$ cat src/rtl/fwd_ctrl_if.sv
// rtl/fwd_ctrl_if.sv - ID-stage hazard inputs and forwarding/stall outputs of fwd_ctrl
// master = decode stage driving ID fields, slave = fwd_ctrl.
interface fwd_ctrl_if #(parameter int REG_AW = 3);
  logic              id_valid;
  logic [REG_AW-1:0] id_rs1;
  logic [REG_AW-1:0] id_rs2;
  logic              id_imm_b;
  logic [REG_AW-1:0] id_rd;
  logic              id_we;
  logic              id_load;
  logic              flush;
  logic [1:0]        sel_a;
  logic [1:0]        sel_b;
  logic              stall;

  modport master (
    output id_valid, id_rs1, id_rs2, id_imm_b, id_rd, id_we, id_load, flush,
    input  sel_a, sel_b, stall
  );

  modport slave (
    input  id_valid, id_rs1, id_rs2, id_imm_b, id_rd, id_we, id_load, flush,
    output sel_a, sel_b, stall
  );
endinterface

$ cat src/rtl/fwd_ctrl.sv
// rtl/fwd_ctrl.sv - EX/MEM/WB hazard tracker producing operand forwarding selects and load-use stall
// Optional FWD_STALL_CNT_EN adds a saturating 16-bit stall_cnt output.
module fwd_ctrl #(
  parameter int REG_AW   = 3,
  parameter int ZERO_REG = 1
) (
  input  logic      clk,
  input  logic      rst_n,
  fwd_ctrl_if.slave bus
`ifdef FWD_STALL_CNT_EN
  ,
  output logic [15:0] stall_cnt
`endif
);

  typedef struct packed {
    logic [REG_AW-1:0] rd;
    logic              we;
    logic              load;
  } slot_t;

  slot_t      ex_q, mem_q, wb_q, ex_d;
  logic [1:0] sel_a_q, sel_a_d, sel_b_q, sel_b_d;
  logic       stall_c;
  logic       advance;
  logic       unused_wb;

  function automatic logic hit(input logic [REG_AW-1:0] src, input slot_t s);
    return s.we && (src == s.rd) && !((ZERO_REG != 0) && (src == '0));
  endfunction

  // The EX slot is the younger producer, so it takes precedence over MEM.
  function automatic logic [1:0] fwd_sel(input logic [REG_AW-1:0] src,
                                         input slot_t ex, input slot_t mem);
    if (hit(src, ex))       return 2'b01;
    else if (hit(src, mem)) return 2'b10;
    else                    return 2'b00;
  endfunction

  always_comb begin
    stall_c = 1'b0;
    advance = 1'b0;
    ex_d    = '0;
    sel_a_d = 2'b00;
    sel_b_d = 2'b00;
    if (bus.id_valid && !bus.flush && ex_q.load) begin
      stall_c = hit(bus.id_rs1, ex_q) || (!bus.id_imm_b && hit(bus.id_rs2, ex_q));
    end
    advance = bus.id_valid && !bus.flush && !stall_c;
    if (advance) begin
      ex_d.rd   = bus.id_rd;
      ex_d.we   = bus.id_we;
      ex_d.load = bus.id_load;
      sel_a_d   = fwd_sel(bus.id_rs1, ex_q, mem_q);
      sel_b_d   = bus.id_imm_b ? 2'b11 : fwd_sel(bus.id_rs2, ex_q, mem_q);
    end
  end

  always_ff @(posedge clk or negedge rst_n) begin
    if (!rst_n) begin
      ex_q    <= '0;
      mem_q   <= '0;
      wb_q    <= '0;
      sel_a_q <= 2'b00;
      sel_b_q <= 2'b00;
    end else begin
      ex_q    <= ex_d;
      mem_q   <= ex_q;
      wb_q    <= mem_q;
      sel_a_q <= sel_a_d;
      sel_b_q <= sel_b_d;
    end
  end

  // WB retires into the register file, so nothing ever forwards from it.
  assign unused_wb = ^wb_q;

  assign bus.stall = stall_c;
  assign bus.sel_a = sel_a_q;
  assign bus.sel_b = sel_b_q;

`ifdef FWD_STALL_CNT_EN
  logic [15:0] stall_cnt_q;

  always_ff @(posedge clk or negedge rst_n) begin
    if (!rst_n) begin
      stall_cnt_q <= 16'd0;
    end else if (stall_c && (stall_cnt_q != 16'hFFFF)) begin
      stall_cnt_q <= stall_cnt_q + 16'd1;
    end
  end

  assign stall_cnt = stall_cnt_q;
`endif

endmodule

$ cat src/flat_wrapper.sv
// flat-port wrapper written by rule: the top's interface ports become plain ports
module fwd_ctrl_flat 
#(
  parameter int REG_AW   = 3,
  parameter int ZERO_REG = 1
)
  (clk, rst_n, bus_id_valid, bus_id_rs1, bus_id_rs2, bus_id_imm_b, bus_id_rd, bus_id_we, bus_id_load, bus_flush, bus_sel_a, bus_sel_b, bus_stall);
  fwd_ctrl_if #(.REG_AW(REG_AW)) bus_i ();
  input  logic clk;
  input  logic rst_n;
  input wire logic [$bits(bus_i.id_valid)-1:0] bus_id_valid;
  input wire logic [$bits(bus_i.id_rs1)-1:0] bus_id_rs1;
  input wire logic [$bits(bus_i.id_rs2)-1:0] bus_id_rs2;
  input wire logic [$bits(bus_i.id_imm_b)-1:0] bus_id_imm_b;
  input wire logic [$bits(bus_i.id_rd)-1:0] bus_id_rd;
  input wire logic [$bits(bus_i.id_we)-1:0] bus_id_we;
  input wire logic [$bits(bus_i.id_load)-1:0] bus_id_load;
  input wire logic [$bits(bus_i.flush)-1:0] bus_flush;
  output wire logic [$bits(bus_i.sel_a)-1:0] bus_sel_a;
  output wire logic [$bits(bus_i.sel_b)-1:0] bus_sel_b;
  output wire logic [$bits(bus_i.stall)-1:0] bus_stall;
  assign bus_i.id_valid = bus_id_valid;
  assign bus_i.id_rs1 = bus_id_rs1;
  assign bus_i.id_rs2 = bus_id_rs2;
  assign bus_i.id_imm_b = bus_id_imm_b;
  assign bus_i.id_rd = bus_id_rd;
  assign bus_i.id_we = bus_id_we;
  assign bus_i.id_load = bus_id_load;
  assign bus_i.flush = bus_flush;
  assign bus_sel_a = bus_i.sel_a;
  assign bus_sel_b = bus_i.sel_b;
  assign bus_stall = bus_i.stall;
  fwd_ctrl #(.REG_AW(REG_AW), .ZERO_REG(ZERO_REG)) u_core (.clk(clk), .rst_n(rst_n), .bus(bus_i));
endmodule
$ cat config.mk
export PLATFORM = sky130hd
export DESIGN_NAME = fwd_ctrl_flat
export DESIGN_NICKNAME = d
export VERILOG_FILES = /design/src/rtl/fwd_ctrl_if.sv /design/src/rtl/fwd_ctrl.sv /design/src/flat_wrapper.sv
export SDC_FILE = /design/constraint.sdc
export NUM_CORES = 1
export LEC_CHECK = 0
export CORE_MARGIN = 2
export CORE_UTILIZATION = 44
export DETAILED_ROUTE_END_ITERATION = 12
export PLACE_DENSITY = 0.78
export SYNTH_ARGS = -nofsm -noshare
export SYNTH_HDL_FRONTEND = slang
export SYNTH_SLANG_ARGS = --single-unit
$ cat constraint.sdc
create_clock -name clk -period 1.7 [get_ports clk]
set_input_delay 0.17 -clock clk [delete_from_list [all_inputs] [get_ports clk]]
set_output_delay 0.17 -clock clk [all_outputs]
set_load 0.1 [all_outputs]
==> results.yml <==
placement:
  post-dp-hpwl_microns: 1150
  detailed_place.area_sq_um: 955
  place_congestion: 0.747
  placement.io_buffers: 20
timing:
  grt_setup_unrepaired: "true"
  max_clock_freq_mhz: 486
  report.final.slew_viol_count: 0
  timing.final.hold_violations: 0
  setup_violations: 1
  worst-slew-pin-transition_ns: 0.558
  fin_worst_skew_ns: 0.00656
  layout_worst_path_cycle_share_pct: 121
  post-route-worst-setup-slack_ns: -0.359
  slew-limit-headroom_pct: 62.7
  fin_setup_tns_ns: -0.359
  final.min_clock_period_ns: 2.06
  holdWs_ns: 0.238
synth:
  yosys.cell_types.count: 27
  netlist_top_cells_area: "sky130_fd_sc_hd__dfrtp_1, sky130_fd_sc_hd__xnor2_1, sky130_fd_sc_hd__and2_1, sky130_fd_sc_hd__a211oi_2, sky130_fd_sc_hd__a211oi_4"
  synth-seq-cells: 13
  synth-seq-area-share_pct: 49.1
  ys_warn_count: 0
  synth.largest_area_cell: "sky130_fd_sc_hd__dfrtp_1"
  netlist.area_leader.share_pct: 49.1
  syn_area_sq_um: 663
  number_of_nets_produced_by_synthesis: 77
  postSynthCellCount: 61
  syn-mean-instance-area_sq_um: 10.9
detailed_routing:
  detail_route.wl_per_cell_microns: 12.8
  route.detailed.vias_per_inst: 5.19
  route.detailed.drc: 0
  initialDrtViolationCount: 13
  antenna_violating_nets_post_route: 0
  vias_after_detailed_routing: 566
  postRouteWirelength_microns: 1400
  drt_first_pass_iters: 4
floorplanning:
  die-height_microns: 42.8
  pin_count: 21
  die_area_sq_um: 1830
  dieWidth_microns: 42.8
  rows: 14
  initial_core_util_pct: 45.6
  fp.coreArea_sq_um: 1450
cells_and_area:
  nNetsFinal: 110
  final_area_sq_um: 981
  area_growth_pct: 47.9
  drive_above_1_share_pct: 23.7
  mostFrequentLayoutCell: "sky130_fd_sc_hd__clkdlybuf4s50_1"
  mostFrequentLayoutCells: "sky130_fd_sc_hd__clkdlybuf4s50_1, sky130_fd_sc_hd__buf_4, sky130_fd_sc_hd__dfrtp_1"
  antenna_cells: 0
pwr:
  power.leakage_nw: 0.435
  power.density_nw_per_um2: 668
  max-vdd-ir-drop_mv: 0.412
  design_power_total_w: 0.000656
min_path:
  min-delay-path-class: "primary input to async pin"
grt:
  number_of_global_route_vias_before_repair: 532
  grt_use_met3_pct: 6.81
  grt_util_all_layers_pct: 17.4
  grt_overflow: 0
  global_route.peak_usage_layer: "met2"
  grt_max_degree: 14
  groute.layer.met1.usage_pct: 18.5
  initial_antenna_violation_count: 0
  grt_util_met2_pct: 29.1
  grt_first_pass_wirelength_microns: 2240
critical_path:
  path_cells: "or3b_1, a211oi_2, o211ai_1, nor2_1, o211a_4, buf_12"
  critPathLaunchType: "flip-flop"
  setup.worst_path.end_class: "output port"
  crit_start: "u_core.ex_q[2]"
  worst-endpoint-required_ns: 1.53
  timing.critical_path.fanout_max: 2
  crit_slowest_cell: "sky130_fd_sc_hd__dfrtp_1"
  timing.critical_path.slowest_cell_delay_ns: 0.39
  rr_startpoint: "u_core.ex_q[2]"
  crit_arrival_ns: 1.89
  critPathKind: "flip-flop to output port"
clocking:
  ctsRootBufferMaster: "sky130_fd_sc_hd__clkbuf_4"
  clock_sinks: 13
  clockBufferDepth: 2
  cts-hold-fix-buffers: 0
  clkSlewWorstSetupHoldPaths_ns: 0.08
  ctsHtreeMaxLevel: 1
  worst_skew_pair.late_latency_ns: 0.29
  cts_tree: "built"
  cts_made_buffers: 3
  post-cts-setup-buffers: 0
run_status:
  status: "finished with violations"
  failing_checks: "setup timing"
flow_run:
  number_of_violations_of_the_max_capacitance_limit: 0
[what timing repair did]
action | CTS | global route
pin swaps | 0 | 5
endpoints found under the setup margin | 1 | 7
resized for setup | 0 | 0
[worst max-delay path: cells and delay by family, from the launching register on]
| kind | cells | cell delay [ns] |
|---|---|---|
| AND/OR/NAND/NOR | 2 | 0.53 |
| flip-flops | 1 | 0.39 |
| AO/OA/AOI/OAI | 3 | 0.53 |
| buffers and inverters | 1 | 0.16 |
[synth_stat cells]
library cell / count
sky130_fd_sc_hd__nor3b_1: 2
sky130_fd_sc_hd__nor4_1: 1
sky130_fd_sc_hd__dfrtp_1: 13
sky130_fd_sc_hd__a31oi_1: 1
sky130_fd_sc_hd__nand2_1: 3
sky130_fd_sc_hd__a211oi_2: 2
sky130_fd_sc_hd__o211a_1: 1
sky130_fd_sc_hd__a21oi_1: 3
sky130_fd_sc_hd__nor3_1: 1
sky130_fd_sc_hd__xnor2_1: 7
sky130_fd_sc_hd__or2b_1: 1
sky130_fd_sc_hd__a41oi_1: 1
sky130_fd_sc_hd__or3b_1: 1
sky130_fd_sc_hd__clkbuf_1: 1
sky130_fd_sc_hd__and3_1: 2
sky130_fd_sc_hd__and2_1: 5
sky130_fd_sc_hd__o21ai_0: 1
sky130_fd_sc_hd__o21a_1: 1
sky130_fd_sc_hd__nor2_1: 4
sky130_fd_sc_hd__xor2_1: 1
sky130_fd_sc_hd__o2111a_2: 1
sky130_fd_sc_hd__a211oi_4: 1
sky130_fd_sc_hd__o211ai_1: 1
sky130_fd_sc_hd__inv_1: 1
sky130_fd_sc_hd__nand3_1: 2
sky130_fd_sc_hd__o31ai_1: 1
sky130_fd_sc_hd__nor2b_1: 2
[state kept, by name, summed over array words and instances, names as in the netlist]
name and cells:
u_core.ex_q 5, u_core.mem_q 4, u_core.bus.sel_a 2, u_core.bus.sel_b 2
[metrics by stage]
stage          utilization (%)  instances  worst slack [ns]
6_report                  67.5        109            -0.359
5_1_grt                   67.5        109            -0.441
4_1_cts                   67.5        109            -0.366
3_5_place_dp              65.7        105            -0.313
3_3_place_gp              65.7        105            -0.307
2_1_floorplan                -         61           -0.0865
[area by class of cell]
class                      count  area (sq um)
timing repair buffer          29           268
tap                           16          20.0
multi-input combinational     46           338
sequential                    13           325
clock buffer                   4          26.3
inverter                       1          3.75
fill                         123           473
[routing by layer]
metal	part of all wire, %	vias to the layer above
met1	43	265
met2	50	16
met5	0	-
met3	5.2	3
li1	-	282
met4	1.9	0
[report_power, final]
group | switching (W) | internal (W) | total, W
registers | 0.0000105 | 0.000319 | 0.000330
clock network | 0.000107 | 0.0000913 | 0.000198
logic | 0.0000595 | 0.0000688 | 0.000128
total | 0.000177 | 0.000479 | 0.000656
[kinds of logic after synthesis]
family / Yosys count / synth area share [%]
buffers and inverters: 2 / 1.13
and+or+nand+nor: 24 / 20.4
DFF: 13 / 49.1
AOI/OAI and AO/OA: 14 / 18.9
xor gates and xnor gates: 8 / 10.6
[final timing paths]
kind	endpoint	slack, ns	cells after the start
max	bus_stall	-0.36	6
max reg2reg	u_core.ex_q[3]	0.05	6
min	u_core.bus.sel_b[1]	0.24	1
min reg2reg	u_core.mem_q[1]	0.45	0
min in group clk	u_core.ex_q[0]	0.45	2
max in group asynchronous	u_core.mem_q[4]	1.09	1
(Power assumes the default switching activity.)
